==> src/rtl/rv32_pkg.sv <==
// Shared RV32 front-end types: PC width, prediction metadata carried beside the
// IF/ID and ID/EX registers, and the branch-resolve FSM encoding.
package rv32_pkg;

    localparam int unsigned XLEN   = 32;
    localparam int unsigned PC_INC = 4;

    typedef struct packed {
        logic            v;
        logic [XLEN-1:0] pc;
        logic            pred;
        logic [XLEN-1:0] ptgt;
    } meta_t;

    typedef enum logic {
        ST_RUN   = 1'b0,
        ST_FLUSH = 1'b1
    } bru_state_e;

endpackage

==> src/rtl/sat_counter.sv <==
// Saturating up-counter: increments on inc, sticks at all-ones.
module sat_counter #(
    parameter int unsigned W = 32
) (
    input  logic         clk,
    input  logic         rst_n,
    input  logic         inc,
    output logic [W-1:0] count
);

    logic [W-1:0] count_q;
    logic [W-1:0] count_d;

    always_comb begin
        count_d = count_q;
        if (inc && (count_q != {W{1'b1}})) begin
            count_d = count_q + W'(1);
        end
    end

    always_ff @(posedge clk or negedge rst_n) begin
        if (!rst_n) begin
            count_q <= '0;
        end else begin
            count_q <= count_d;
        end
    end

    assign count = count_q;

endmodule

==> src/rtl/branch_resolve_unit.sv <==
// Resolves EX-stage control flow against fetch-time BTB predictions: issues a
// one-cycle flush/redirect on mispredict and trains the BTB with the outcome.
module branch_resolve_unit
    import rv32_pkg::*;
#(
    parameter int unsigned CNT_W = 32
) (
    input  logic             clk,
    input  logic             rst_n,
    input  logic             if_valid,
    input  logic [XLEN-1:0]  if_pc,
    input  logic             if_predicted,
    input  logic [XLEN-1:0]  if_pred_target,
    input  logic             stall,
    input  logic             ex_valid,
    input  logic [XLEN-1:0]  ex_pc,
    input  logic             ex_is_branch,
    input  logic             ex_taken,
    input  logic [XLEN-1:0]  ex_target,
    output logic             flush,
    output logic [XLEN-1:0]  redirect_pc,
    output logic             upd_valid,
    output logic [XLEN-1:0]  upd_pc,
    output logic [XLEN-1:0]  upd_target,
    output logic             upd_taken,
    output logic             meta_err,
    output logic [CNT_W-1:0] branch_count,
    output logic [CNT_W-1:0] mispredict_count
);

    bru_state_e      state_q, state_d;
    meta_t           s_id_q, s_id_d;
    meta_t           s_ex_q, s_ex_d;
    logic [XLEN-1:0] redirect_q, redirect_d;
    logic            upd_valid_q, upd_valid_d;
    logic [XLEN-1:0] upd_pc_q, upd_pc_d;
    logic [XLEN-1:0] upd_target_q, upd_target_d;
    logic            upd_taken_q, upd_taken_d;
    logic            meta_err_q, meta_err_d;

    logic            eval;
    logic            meta_hit;
    logic            pred_eff;
    logic            mispredict;
    logic            train;
    logic [XLEN-1:0] seq_pc;

    // FSM next-state, evaluation and redirect target selection
    always_comb begin
        state_d    = state_q;
        redirect_d = redirect_q;
        eval       = 1'b0;
        mispredict = 1'b0;
        meta_hit   = s_ex_q.v && (s_ex_q.pc == ex_pc);
        pred_eff   = meta_hit && s_ex_q.pred;
        seq_pc     = ex_pc + XLEN'(PC_INC);

        case (state_q)
            ST_RUN: begin
                eval = ex_valid && !stall;
                if (eval) begin
                    if (ex_is_branch && ex_taken &&
                        (!pred_eff || (s_ex_q.ptgt != ex_target))) begin
                        mispredict = 1'b1;
                        redirect_d = ex_target;
                    end else if (pred_eff && (!ex_is_branch || !ex_taken)) begin
                        // Predicted-taken that fell through, or a BTB alias on a non-branch
                        mispredict = 1'b1;
                        redirect_d = seq_pc;
                    end
                end
                if (mispredict) begin
                    state_d = ST_FLUSH;
                end
            end
            ST_FLUSH: begin
                state_d = ST_RUN;
            end
            default: begin
                state_d = ST_RUN;
            end
        endcase
    end

    always_ff @(posedge clk or negedge rst_n) begin
        if (!rst_n) begin
            state_q <= ST_RUN;
        end else begin
            state_q <= state_d;
        end
    end

    // Metadata pipe: flush clears both stages and overrides stall
    always_comb begin
        s_id_d = s_id_q;
        s_ex_d = s_ex_q;
        if (state_q == ST_FLUSH) begin
            s_id_d = '0;
            s_ex_d = '0;
        end else if (!stall) begin
            s_ex_d      = s_id_q;
            s_id_d.v    = if_valid;
            s_id_d.pc   = if_pc;
            s_id_d.pred = if_predicted;
            s_id_d.ptgt = if_pred_target;
        end
    end

    // BTB training and sticky metadata error
    always_comb begin
        train        = eval && (ex_is_branch || pred_eff);
        upd_valid_d  = train;
        upd_pc_d     = upd_pc_q;
        upd_target_d = upd_target_q;
        upd_taken_d  = upd_taken_q;
        meta_err_d   = meta_err_q || (eval && !meta_hit);
        if (train) begin
            upd_pc_d     = ex_pc;
            upd_target_d = ex_target;
            upd_taken_d  = ex_is_branch && ex_taken;
        end
    end

    always_ff @(posedge clk or negedge rst_n) begin
        if (!rst_n) begin
            s_id_q       <= '0;
            s_ex_q       <= '0;
            redirect_q   <= '0;
            upd_valid_q  <= 1'b0;
            upd_pc_q     <= '0;
            upd_target_q <= '0;
            upd_taken_q  <= 1'b0;
            meta_err_q   <= 1'b0;
        end else begin
            s_id_q       <= s_id_d;
            s_ex_q       <= s_ex_d;
            redirect_q   <= redirect_d;
            upd_valid_q  <= upd_valid_d;
            upd_pc_q     <= upd_pc_d;
            upd_target_q <= upd_target_d;
            upd_taken_q  <= upd_taken_d;
            meta_err_q   <= meta_err_d;
        end
    end

    sat_counter #(.W(CNT_W)) u_branch_cnt (
        .clk   (clk),
        .rst_n (rst_n),
        .inc   (eval && ex_is_branch),
        .count (branch_count)
    );

    sat_counter #(.W(CNT_W)) u_mispredict_cnt (
        .clk   (clk),
        .rst_n (rst_n),
        .inc   (mispredict),
        .count (mispredict_count)
    );

    assign flush       = (state_q == ST_FLUSH);
    assign redirect_pc = redirect_q;
    assign upd_valid   = upd_valid_q;
    assign upd_pc      = upd_pc_q;
    assign upd_target  = upd_target_q;
    assign upd_taken   = upd_taken_q;
    assign meta_err    = meta_err_q;

endmodule

==> config.mk <==
export PLATFORM = sky130hd
export DESIGN_NAME = branch_resolve_unit
export DESIGN_NICKNAME = d
export VERILOG_FILES = /design/src/rtl/rv32_pkg.sv /design/src/rtl/sat_counter.sv /design/src/rtl/branch_resolve_unit.sv
export SDC_FILE = /design/constraint.sdc
export NUM_CORES = 1
export LEC_CHECK = 0
export ABC_AREA = 0
export ABC_CLOCK_PERIOD_IN_PS = 2900
export BUFFER_PORTS_ARGS = -buffer_cell sky130_fd_sc_hd__clkbuf_2
export CAP_MARGIN = 10
export CORE_UTILIZATION = 50
export CTS_BUF_LIST = sky130_fd_sc_hd__clkbuf_16
export CTS_CLUSTER_DIAMETER = 40
export DETAILED_ROUTE_END_ITERATION = 10
export PLACE_DENSITY_LB_ADDON = 0.1
export SLEW_MARGIN = 20
export SYNTH_ARGS = -nofsm -noshare
export SYNTH_HDL_FRONTEND = slang
export SYNTH_HIERARCHICAL = 1
export SYNTH_SLANG_ARGS = --single-unit
==> constraint.sdc <==
create_clock -name clk -period 2.9 [get_ports clk]
set_clock_uncertainty 0.15 [all_clocks]
set_input_delay 0.145 -clock clk [delete_from_list [all_inputs] [get_ports clk]]
set_output_delay 0.145 -clock clk [all_outputs]
set_load 0.005 [all_outputs]
# Word level (Yosys, flattened, before mapping)
# Cells that the tools add are included.
# word_totals
register_bits	296
in_bits	136
out_inout_bits	164
wordCells	62
# op_classes
reduce_logical	22
mux	14
n_eq_ne	5
bitwise_logic	1
n_addsub	3
# ops
operator	n
$mux W66	4
$add A32 B1 Y32 const B	2
$mux W32	2
$ne A32 B32 Y1 const B	2
$add A32 B3 Y32 const B	1
$eq A32 B32 Y1	1
$ne A32 B32 Y1	1
$logic_and A1 B1 Y1	11
$mux W1	7
$logic_not A1 Y1	5
$logic_or A1 B1 Y1	4
$reduce_and A3 Y1	1
$ne A2 B1 Y1 const B	1
$pmux W1 S2	1
$reduce_bool A2 Y1	1
$not A1 Y1	1

# Longest topological paths before layout
# depth
word_depth	11
mapped_depth	14
depth_no_buf	11

# Hierarchy
# Netlist, hierarchy kept.
# modules_own_cells
mod	seq_area_each_um2	cells_each	instances	area_each_um2
branch_resolve_unit	5805.6	890	1	10665.2
sat_counter	800.8	151	2	1624.1

# Worst setup path after synthesis
# OpenSTA, ideal clock, no wires.
# synth_path
path_kind	reg2reg
startpoint	reg s_ex_q[57] (netlist name)
endpoint	reg u_mispredict_cnt.count_q[29] (netlist: u_mispredict_cnt/count[29])
path_buffers	2
synth_period_minus_slack_ns	2.933
path_slack_ns	-0.033
t_required_ns	2.671
arrival_time_ns	2.704
stages_incl_launch_ff	14
setup_time_ns	0.079
cell_sequence	dfrtp_1 xnor2_1 nand4_1 nor4_4 nand4_2 a21oi_1 o21a_2 buf_4 and3_1 nor2b_1 clkbuf_1 nand4_1 nor4_2 xor2_1
# synth_via
elab_chain_cells	11
word_cells_on_any_way	13
cone_classes	eq/ne: 1; mux: 5; reduce/logical: 7
# synth_lines
item	line_no	rtl
from (decl)	branch_resolve_unit.sv:33	meta_t s_ex_q, s_ex_d;
from (signal assigned)	branch_resolve_unit.sv:127	s_ex_q <= '0;
from (signal assigned)	branch_resolve_unit.sv:136	s_ex_q <= s_ex_d;
$eq A32 B32 Y1 *	branch_resolve_unit.sv:54	meta_hit = s_ex_q.v && (s_ex_q.pc == ex_pc);
$logic_and A1 B1 Y1 *	branch_resolve_unit.sv:54	
$logic_and A1 B1 Y1 *	branch_resolve_unit.sv:55	pred_eff = meta_hit && s_ex_q.pred;
$logic_not A1 Y1	branch_resolve_unit.sv:63	(!pred_eff || (s_ex_q.ptgt != ex_target))) begin
$logic_or A1 B1 Y1	branch_resolve_unit.sv:63	
$logic_and A1 B1 Y1	branch_resolve_unit.sv:62	if (ex_is_branch && ex_taken &&
$mux W1 *	branch_resolve_unit.sv:62	
$mux W1 *	branch_resolve_unit.sv:61	if (eval) begin
$mux W1 * (2 in a row)	branch_resolve_unit.sv:58	case (state_q)
named net mispredict	branch_resolve_unit.sv:44	logic mispredict;
$logic_and A1 B1 Y1 *	sat_counter.sv:16	if (inc && (count_q != {W{1'b1}})) begin
to (signal assigned)	sat_counter.sv:25	count_q <= count_d;
to (decl)	sat_counter.sv:11	logic [W-1:0] count_q;
# Mark *: on every way through the listed nets, which the timed path passes. The rest lies on a longest branch. The select of a mux whose other input is x is not followed.
# A chain may end at the register's enable or synchronous reset.

# Final worst setup path
# layout_path
startpoint	reg s_ex_q[34] (netlist name)
endpoint	reg u_mispredict_cnt.count_q[13] (netlist: u_mispredict_cnt/count[13])
# layout_via
elab_chain_cells	11
word_cells_on_any_way	13
cone_classes	eq/ne: 1; mux: 5; reduce/logical: 7
# layout_lines
item	line_no
$eq A32 B32 Y1 *	branch_resolve_unit.sv:54
$logic_and A1 B1 Y1 *	branch_resolve_unit.sv:54
$logic_and A1 B1 Y1 *	branch_resolve_unit.sv:55
$logic_not A1 Y1	branch_resolve_unit.sv:63
$logic_or A1 B1 Y1	branch_resolve_unit.sv:63
$logic_and A1 B1 Y1	branch_resolve_unit.sv:62
$mux W1 *	branch_resolve_unit.sv:62
$mux W1 *	branch_resolve_unit.sv:61
$mux W1 * (2 in a row)	branch_resolve_unit.sv:58
$logic_and A1 B1 Y1 *	sat_counter.sv:16
# Every way passes the cells marked *; elsewhere a longest branch is shown, timed or not. The select of a mux whose other input is x is not followed.

==> reports/metrics.csv <==
metric;value;unit
status;finished, violations left;
violations;negative setup slack;
vias;11200;
clock_latency;0.52;ns
crit_path_max_incr_delay;0.39;ns
synthArstFlopShare;1.00;
max_freq;341;MHz
cts.path.max_buffers;3;
setup.worst_path.start_class;flip-flop;
crit_type;flip-flop to flip-flop;
place_area;16100;um^2
power.leakage;9.19;nW
timing.critical_path.arrival;3.22;ns
nNetsFinal;1824;
cts_made_buffers;42;
max-vdd-ir-drop;0.510;mV
final_core_util;0.703;
synthCells;1192;
dp.cells;1874;
regArea;7410;um^2
cp_slowest_cell;dfrtp_1;
cpMostUsedCell;nand4_1;
cap_violations;0;
root_buffer;clkbuf_16;
grt_pass1_vias;11200;
clk_pin_slew;0.05;ns
dp_hpwl;28.0;mm
slew_viol_final;0;
die_w;169;um
final_layout_size_suffix_gt1_frac;0.313;
area_delta_synth_final;36.9;%
hold_violations;0;
synth_edf_count;0;
grt_usage;0.291;
rsz0062_at_grt;yes;
yosysSeqAreaShare;0.532;
dieArea;28500;um^2
coreArea;27100;um^2
instances_no_fill;2091;
via_per_inst;5.34;
grt_max_degree;133;
worst_path_dominant_cell_family;simple AND/OR/NAND/NOR gates;
post_drt_wl_per_cell;19.6;um
final_cell_area;19000;um^2
ys_types;48;
start_util;0.513;
cp_data_required_time;3.18;ns
multi_input_area;6120;um^2
worstPathMaxFanout;4;
layout_common_cells;clkbuf_2, dfrtp_1, nor2_1;
cp-end-kind;flip-flop;
slew-limit-headroom;0.330;
drc;0;
avgSynthCellArea;11.7;um^2
h-tree-depth;2;
synth_area;13900;um^2
min_period_over_period;1.01;
place_ws;-0.152;ns
overflow;0;
antenna_found_initial;2;
synth_warnings;6;
die_h;169;um
worst_slack;-0.0353;ns
drt_wl_total;41.0;mm
grt_pass1_wl;63.3;mm
ys_seq_elements;296;
drtIter0Drc;701;
fillers;2026;
worst_pin_slew;1.00;ns
dr.pass1.iters;5;
ys.flop_type;dfrtp_1;
cts_sinks;296;
hold_path_class;primary input to asynchronous set/reset pin;
path_buf_inv;1;
final_common_cell;clkbuf_2;
power_density;651;nW/um^2
num_rows;60;
io_pins;300;
port_buffers;299;
path_cells;xnor2_1 > nand4_1 > nor4_4 > nand4_2 > a21oi_2 > o21a_2 > and3_4 > nor2b_4 > buf_6 > nand4_1 > nor2_1 > xor2_1;
place.gp.congestion;0.873;
syn-num-nets;1331;
finalSetupViolCount;2;
postRouteAntennaNets;0;
tns;-0.0545;ns
tritoncts;built;
post-route-min-period;2.94;ns
## synth_stat cells (11+ instances only)
| master | count | share of area |
|---|---|---|
| buf_1 | 11 | 0.0030 |
| clkbuf_1 | 25 | 0.0067 |
| dfrtp_1 | 296 | 0.53 |
| inv_1 | 36 | 0.0097 |
| mux2_2 | 26 | 0.021 |
| mux2_4 | 36 | 0.039 |
| mux2i_1 | 132 | 0.095 |
| nand2_1 | 68 | 0.018 |
| nand3_1 | 46 | 0.017 |
| nand4_1 | 47 | 0.021 |
| nor2_1 | 167 | 0.045 |
| nor4_1 | 14 | 0.0063 |
| o221ai_1 | 25 | 0.016 |
| xnor2_1 | 99 | 0.062 |
| xor2_1 | 51 | 0.032 |
## final timing paths
kind / startpoint / to / slack [ns] / depth (start not counted)
max reg2reg: s_ex_q[34]$_DFFE_PN0P_ / u_mispredict_cnt/count[13]$_DFFE_PN0P_ / -0.04 / 12
max in group asynchronous: rst_n / upd_target[29]$_DFFE_PN0P_ / 1.67 / 3
max: s_ex_q[34]$_DFFE_PN0P_ / u_mispredict_cnt/count[13]$_DFFE_PN0P_ / -0.04 / 12
min reg2reg: upd_pc[2]$_DFFE_PN0P_ / upd_pc[2]$_DFFE_PN0P_ / 0.35 / 1
min in group clk: stall / meta_err$_DFF_PN0_ / 0.08 / 4
min: rst_n / s_id_q[48]$_DFFE_PN0P_ / 0.06 / 2
## state kept, by name (all words and copies together), names as in the netlist
register,cells
s_ex_q,66
upd_taken,1
upd_target,32
upd_valid,1
s_id_q,66
u_branch_cnt/count,32
u_mispredict_cnt/count,32
flush,1
meta_err,1
redirect_pc,32
upd_pc,32
## final cells by class
| type | count | area share |
|---|---|---|
| repair buffers | 502 | 0.182 |
| diodes | 2 | 0.000263 |
| multi-input cells | 807 | 0.321 |
| clock inverters | 33 | 0.0192 |
| clock buffers | 43 | 0.0565 |
| inverters | 36 | 0.00709 |
| well taps | 372 | 0.0244 |
| flip-flops and latches | 296 | 0.389 |
## per-stage QoR
stage	hold WS [ns]	total power, mW
final	0.0562	12.4
after global routing	0.0675	12.9
after CTS	0.0456	12.5
after detailed placement	0.0363	7.08
after global placement	0.0415	7.01
after floorplan	-0.301	6.10
## per-layer routing
metal,GRT usage,vias to the layer above,part of all wire
met5,0,-,0
li1,-,5145,-
met4,0.102,0,0.026
met3,0.0454,76,0.055
met1,0.403,5533,0.44
met2,0.464,402,0.48
## where the power goes
part	switching (mW)	internal, mW	total (mW)
Combinational	0.943	1.07	2.02
Clock	1.88	3.34	5.22
Sequential	0.446	4.72	5.17
## repair_timing
item / 4_1_cts / 5_1_grt
hold endpoints to repair: 303 / 0
endpoints found under the setup margin: 17 / 23
resized for setup: 5 / 13
buffers inserted: 0 / 5
pin swaps: 4 / 12
hold buffers: 134 / 0
## logic make-up after synthesis
| logic type | count (synthesis) | share of synthesized area |
|---|---|---|
| simple gates | 401 | 0.144 |
| flops | 296 | 0.532 |
| mux | 200 | 0.160 |
| xor+xnor | 150 | 0.0944 |
| buf+inv | 89 | 0.0335 |
| compound gates | 53 | 0.0329 |
| fa+ha+maj | 3 | 0.00270 |
No activity file was read; power rests on OpenSTA's default activity.
